### src/rtl/alu_seq_slice.sv
// Multi-cycle ALU: ADD/SUB/AND/OR over WIDTH bits, SLICE bits per clock through a registered carry.
// Define ALU_SEQ_FLAGS_EN to build the zero/ovf flag logic; otherwise both flags are tied low.
module alu_seq_slice #(
  parameter int WIDTH = 64,
  parameter int SLICE = 16
) (
  input  logic             clk,
  input  logic             rst,
  input  logic             in_valid,
  output logic             in_ready,
  input  logic [WIDTH-1:0] a,
  input  logic [WIDTH-1:0] b,
  input  logic             cin,
  input  logic [1:0]       op,
  output logic             out_valid,
  input  logic             out_ready,
  output logic [WIDTH-1:0] s,
  output logic             cout,
  output logic             zero,
  output logic             ovf
);

  localparam int NSL = WIDTH / SLICE;
  localparam int IW  = (NSL > 1) ? $clog2(NSL) : 1;
  localparam logic [IW-1:0] LAST_IDX = IW'(NSL - 1);

  typedef enum logic [1:0] {IDLE, RUN, DONE} state_t;
  typedef enum logic [1:0] {OP_ADD = 2'b00, OP_SUB = 2'b01, OP_AND = 2'b10, OP_OR = 2'b11} op_t;

  state_t           state;
  op_t              op_q;
  logic [WIDTH-1:0] a_q, b_q, res_q, res_next;
  logic             carry_q;
  logic [IW-1:0]    idx;

  int               base;
  logic [SLICE-1:0] a_sl, b_sl, slice_val;
  logic [SLICE:0]   sum;
  logic             arith, carry_out, last;

  // One slice of the datapath, selected by the slice index.
  // NOTE: combinational logic uses blocking '=' with a default for every output first, so no latch is inferred.
  always_comb begin
    arith     = (op_q == OP_ADD) || (op_q == OP_SUB);
    base      = int'(idx) * SLICE;
    a_sl      = a_q[base +: SLICE];
    b_sl      = b_q[base +: SLICE];
    if (op_q == OP_SUB) b_sl = ~b_sl;
    sum       = {1'b0, a_sl} + {1'b0, b_sl} + (SLICE+1)'(carry_q);
    case (op_q)
      OP_AND:  slice_val = a_sl & b_sl;
      OP_OR:   slice_val = a_sl | b_sl;
      default: slice_val = sum[SLICE-1:0];
    endcase
    carry_out = arith & sum[SLICE];
    last      = (idx == LAST_IDX);
    res_next  = res_q;
    res_next[base +: SLICE] = slice_val;
  end

  // Control and visible outputs; outputs only change on DONE entry so the consumer sees a whole result.
  // NOTE: sequential state uses non-blocking '<=' so every register samples pre-edge values.
  always_ff @(posedge clk or posedge rst) begin
    if (rst) begin
      state     <= IDLE;
      in_ready  <= 1'b1;
      out_valid <= 1'b0;
      s         <= '0;
      cout      <= 1'b0;
      carry_q   <= 1'b0;
      idx       <= '0;
    end else begin
      case (state)
        IDLE: begin
          if (in_valid && in_ready) begin
            carry_q  <= cin;
            idx      <= '0;
            in_ready <= 1'b0;
            state    <= RUN;
          end
        end
        RUN: begin
          carry_q <= carry_out;
          idx     <= idx + IW'(1);
          if (last) begin
            state     <= DONE;
            out_valid <= 1'b1;
            s         <= res_next;
            cout      <= carry_out;
          end
        end
        DONE: begin
          if (out_ready) begin
            state     <= IDLE;
            out_valid <= 1'b0;
            in_ready  <= 1'b1;
          end
        end
        default: state <= IDLE;
      endcase
    end
  end

  // NOTE: operand and partial-result registers are not reset; each bit is written before it is used.
  always_ff @(posedge clk) begin
    if (state == IDLE && in_valid && in_ready) begin
      a_q  <= a;
      b_q  <= b;
      op_q <= op_t'(op);
    end
    if (state == RUN) res_q <= res_next;
  end

`ifdef ALU_SEQ_FLAGS_EN
  // Carry into the MSB is recovered as a^b^sum at that bit, so ovf needs no extra adder tap.
  always_ff @(posedge clk or posedge rst) begin
    if (rst) begin
      zero <= 1'b0;
      ovf  <= 1'b0;
    end else if (state == RUN && last) begin
      zero <= (res_next == '0);
      ovf  <= arith & (a_sl[SLICE-1] ^ b_sl[SLICE-1] ^ slice_val[SLICE-1] ^ carry_out);
    end
  end
`else
  assign zero = 1'b0;
  assign ovf  = 1'b0;
`endif

endmodule
### config.mk
export PLATFORM = sky130hd
export DESIGN_NAME = alu_seq_slice
export DESIGN_NICKNAME = d
export VERILOG_FILES = /design/src/rtl/alu_seq_slice.sv
export SDC_FILE = /design/constraint.sdc
export NUM_CORES = 1
export LEC_CHECK = 0
export ABC_AREA = 1
export CAP_MARGIN = 20
export CELL_PAD_IN_SITES_DETAIL_PLACEMENT = 0
export CELL_PAD_IN_SITES_GLOBAL_PLACEMENT = 1
export CORE_ASPECT_RATIO = 0.8
export CORE_MARGIN = 2
export CORE_UTILIZATION = 35
export CTS_BUF_LIST = sky130_fd_sc_hd__clkbuf_4
export CTS_CLUSTER_SIZE = 25
export DETAILED_ROUTE_END_ITERATION = 7
export PLACE_DENSITY_LB_ADDON = 0.05
export RECOVER_POWER = 50
export SYNTH_ARGS = -nofsm -noshare
export SYNTH_HDL_FRONTEND = slang
export SYNTH_SLANG_ARGS = --single-unit
### constraint.sdc
create_clock -name clk -period 7.3 [get_ports clk]
set_input_delay 1.46 -clock clk [delete_from_list [all_inputs] [get_ports clk]]
set_output_delay 1.46 -clock clk [all_outputs]
set_load 0.02 [all_outputs]
## Word level (Yosys, flattened, before mapping)

Cells that the tools add are included.

- Register bits: 266
- Input bits: 135
- Output and inout bits: 69
- Logic and storage cells: 63

- Add/sub/neg operators: 4
- Equal/unequal tests: 9
- Shift-type cells: 4
- Mux-type cells: 17
- Bitwise gates (word level): 4
- Reduce and logical (&&, ||, !) cells: 14

Operators by type and width:

| operator | number |
|---|---|
| 64-bit by 7-bit indexed part select with 16-bit output | 2 |
| 64-bit bitwise mux | 1 |
| 16-bit by 33-bit variable shift with 64-bit output, first input constant | 1 |
| 16-bit by 33-bit indexed part select with 64-bit output | 1 |
| 6-bit negation with 33-bit output | 1 |
| 16-bit one-hot mux with 2 select lines | 1 |
| 16-bit by 16-bit adder with 17-bit output | 1 |
| 17-bit by 1-bit adder with 17-bit output | 1 |
| 16-bit AND | 1 |
| 16-bit 2-to-1 mux | 1 |
| 16-bit NOT | 1 |
| 16-bit bitwise OR | 1 |
| 3-bit AND reduction | 3 |
| 2-bit == test, second input constant | 4 |
| 2-bit 2-to-1 mux | 4 |
| 2-bit != test, second input constant | 3 |
| 1-bit one-hot mux with 2 select lines | 3 |
| 2-bit one-hot mux with 3 select lines | 1 |
| 2-bit nonzero test | 3 |
| 1-bit 2-to-1 mux | 5 |
| 2-bit by 1-bit == test with 1-bit output, second input constant | 2 |
| 2-bit zero test | 2 |
| 2-bit one-hot mux with 2 select lines | 1 |
| 2-bit AND reduction | 2 |
| 4 further kinds | 6 |

## Longest topological paths before layout

- Word-level depth: 8
- Depth in mapped cells: 21
- Gate-level depth less buffers: 19

## Worst setup path before layout

No wires, ideal clock.

- Kind: input port to flip-flop
- Start: input port in_valid
- End: register carry_q
- Setup time: 0.135 ns
- Arrival time: 4.543 ns
- Data required time: 7.165 ns
- Path slack: 2.621 ns
- Stages on the path: 5
- Path buffers: 0
- Path through: nand3_1 -> inv_1 -> nor2_1 -> nand2_1 -> o21ai_0

- Longest elaborated chain between the ends: 3

Ends and longest elaborated chain:

| element | RTL line | source |
|---|---|---|
| start: declaration | 9 | `input logic in_valid,` |
| 1-bit logical AND | 75 | `if (in_valid && in_ready) begin` |
| 2-bit != test (no line) | - |  |
| 2-bit AND reduction (no line) | - |  |
| end signal: assignment | 76 | `carry_q <= cin;` |
| end signal: assignment | 83 | `carry_q <= carry_out;` |
| end: declaration | 33 | `logic carry_q;` |

Every way passes these cells.
A chain may end at the register's enable or synchronous reset.

## Final worst setup path

- Start: input port in_valid
- End: register b_q[24], enable pin

- Longest elaborated chain between the ends: 2

Ends and longest elaborated chain:

| element | RTL line | source |
|---|---|---|
| 1-bit logical AND (2 in series) | 106 | `if (state == IDLE && in_valid && in_ready) begin` |
| end signal: assignment | 108 | `b_q <= b;` |
| end: declaration | 32 | `logic [WIDTH-1:0] a_q, b_q, res_q, res_next;` |

Every way passes these cells.

==> flow_summary.ini <==
[outcome]
outcome = complete, but fails checks
violations = capacitance limit, slew limit

[finish]
nNetsFinal = 1615
drive_gt1_share_pct = 11.3
finish.utilization_pct = 45.1
num-fill-cells = 3378
syn2layout_area_growth_pct = 26.9

[power]
powerDensity_mw_per_mm2 = 190
power.internal_uw = 2330
p_clk_share_pct = 43.2
peakVddDrop_v = 0.0000752
seq_power_share_pct = 54.3
switchingPower_uw = 649
power_frac_comb_pct = 2.5
switching_share_pct = 21.8
p_leak_uw = 0.00668

[synth]
ys_ff_latch = 266
synth_edf_count = 194
synthAdderAreaFrac_pct = 4.18
postSynthAreaPerCell_um2 = 10.2
synthCells = 1208
async_reset_ff_share_pct = 27.1
synth_compound_area_share_pct = 8.76
synthSimpleGateAreaFrac_pct = 18.0
yosysUniqueCellTypes = 43
ys.flop_type = edfxtp_1
synth_xor_area_share_pct = 1.14
yosys_warnings = 0
synthMuxAreaShare_pct = 0
syn-cell-area_mm2 = 0.0123
ys_seq_area_share_pct = 61.9
synth_top_family_by_area = simple AND/OR/NAND/NOR gates

[critical_path]
crit_arrival_ps = 5010
cp_cell_sequence = dlygate4sd3_1 > nand3_1 > clkinvlp_2 > buf_4
start_kind = primary input
end_kind = flip-flop
slowest_stage = clkinvlp_2
cp_max_fo = 80
setup.worst_path.class = primary input to flip-flop
slowest_delay_ps = 1710
required_ps = 7600
r2r_slack_ps = 3310

[cts]
ctsHoldBuffers = 0
cts.clk_slew.worst_paths_ps = 60
cts_tree = built
clock-sinks = 266
clk_latency_ps = 740
cts_max_path_buffers = 3
post_cts_buffers = 0
cts_resized = 0
h-tree-depth = 3
cts_buffers = 73
cts_root_buf = clkbuf_4

[floorplanning]
dieArea_mm2 = 0.0368
initial_utilization_pct = 35.5
num_rows = 61
die_w_um = 214
core_area_mm2 = 0.0347
die_y_um = 172
num_io_pins = 204

[detailed_routing]
dr.pass1.iters = 4
drt_iter0_drc = 628
antenna_left = 0
num_vias = 9265
totalWireLength_mm = 33.9
post_drt_wl_per_cell_um = 17.3
vias_per_cell = 4.72
drc = 0

[timing]
fin_crit_ps = 4700
grt_setup_unrepaired = no
slew_headroom_pct = -52.3
maxSlewViolCount = 54
setup_viol = 0
finalHoldViolations = 0
clock_skew_ps = 58.7
tns_ps = 0
period_share_pct = 64.4
tightest_slew_ps = 2270
max_freq_mhz = 213

[global_route]
grt-ovfl-total = 0
grt_max_degree = 87
grt.total_usage_pct = 19.2
first_global_vias = 9344
antenna_found_initial = 2
grt_pass1_wl_mm = 52.9

[placement]
hpwlAfterDp_mm = 22.8
io_buffers = 201
gp_congestion = 0.804

[min_path]
worstHoldPathType = flip-flop to flip-flop

[run]
drv_cap = 1
-- cell usage after synthesis, types with 2 or more instances --
library cell | n | share of area, %
o21bai_2 | 2 | 0.18
fa_1 | 2 | 0.32
nor2_2 | 3 | 0.15
a22o_1 | 6 | 0.43
dfrtp_1 | 71 | 14
a32o_1 | 16 | 1.3
nor3_1 | 3 | 0.12
nand4_2 | 4 | 0.41
o22ai_1 | 14 | 0.71
nand3_2 | 8 | 0.65
a32oi_1 | 16 | 1.1
inv_2 | 8 | 0.24
nand3_1 | 27 | 1.1
buf_2 | 25 | 1.0
clkbuf_1 | 19 | 0.58
nor2_1 | 25 | 0.76
buf_6 | 2 | 0.18
buf_4 | 3 | 0.18
o21ai_1 | 19 | 0.77
nand2_1 | 451 | 14
a21oi_1 | 44 | 1.8
edfxtp_1 | 194 | 47
xor2_1 | 16 | 1.1
ha_1 | 38 | 3.9
nand2_2 | 2 | 0.10
buf_1 | 5 | 0.15
o21ai_2 | 14 | 0.99
nand4_1 | 16 | 0.81
inv_1 | 119 | 3.6
o21ai_0 | 23 | 0.93
-- cells by family after synthesis --
kind of cell | count (synthesis)
other | 1
XOR/XNOR | 16
buffers and inverters | 182
flip-flops | 266
AND/OR/NAND/NOR | 542
AO/OA/AOI/OAI | 161
adder cells (fa/ha/maj) | 40
-- worst max-delay path, delay by kind of cell --
| kind | cells | cell delay (ps) |
|---|---|---|
| buffers and inverters | 3 | 3320 |
| AND/OR/NAND/NOR | 1 | 120 |
-- power by group through the flow --
| stage | sequential (µW) | clock [µW] | combinational [µW] |
|---|---|---|---|
| after CTS | 1620 | 1340 | 89.3 |
| after global placement | 1650 | 0 | 89.0 |
| after global routing | 1620 | 1410 | 80.1 |
| after detailed placement | 1650 | 0 | 88.3 |
| final | 1620 | 1290 | 74.7 |
| after floorplan | 1650 | 0 | 7.64 |
-- per-layer routing --
layer  part of all wire, %  routed length (µm)  vias to the layer above  track usage, %
met3                   4.8                1620                       50            4.34
met4                   1.8                 605                        2            6.25
met5                 0.038                  13                        -               0
met1                    51               17200                     4425            27.8
met2                    43               14500                      229            28.5
li1                      -                   -                     4559               -
-- placed cells by master (no fill, tap or decap), types with 3 or more instances in the layout --
cell	n
nand3_1	27
clkinv_1	17
ha_1	38
clkbuf_4	106
a22o_1	6
o21ai_0	23
nand4_2	4
nor2_2	3
nand3_2	8
nand4_1	16
dlygate4sd3_1	133
nand2_1	450
xor2_1	16
inv_1	114
inv_2	11
nor2_1	24
dfrtp_1	70
a32oi_1	16
o22ai_1	14
nor3_1	3
a21oi_1	44
a32o_1	16
clkdlybuf4s50_1	68
o21ai_1	19
edfxtp_1	194
o21ai_2	14
buf_4	7
-- state kept, by name (all words and copies together) (netlist names) --
| register | flops |
|---|---|
| out_valid | 1 |
| carry_q | 1 |
| state | 2 |
| in_ready | 1 |
| op_q | 2 |
| cout | 1 |
| idx | 2 |
| b_q | 64 |
| res_q | 64 |
| a_q | 64 |
| s | 64 |
-- through the flow --
stage	worst slack, ps	hold WS (ps)	area, µm²	total power [µW]	instances
final	2600	476	15600	2980	1962
after global routing	2200	508	15600	3110	1962
after CTS	3350	484	15600	3040	1960
after detailed placement	3330	464	14800	1740	1836
after global placement	3340	462	14800	1740	1836
after floorplan	2620	452	12300	1660	1209
-- path summary, 6_finish.rpt --
path                                 end     start  cells past startpoint
worst max-delay path             b_q[24]  in_valid                      4
worst min-delay path               s[19]     s[19]                      2
worst max register to register     s[49]    idx[0]                     15
worst min register to register     s[19]     s[19]                      2
max in group asynchronous       in_ready       rst                      4
min in group asynchronous          s[26]       rst                      3
-- final cells by class --
type	count	area (µm²)	share of cell area (%)
Tap cell	472	591	3.77
Clock buffer	106	796	5.09
Sequential cell	266	7630	48.8
Inverter	128	482	3.08
Timing Repair Buffer	210	2100	13.4
Antenna cell	1	2.50	0.0160
Clock inverter	18	73.8	0.472
Multi-Input combinational cell	761	3980	25.4
No activity file was read; power rests on OpenSTA's default activity.
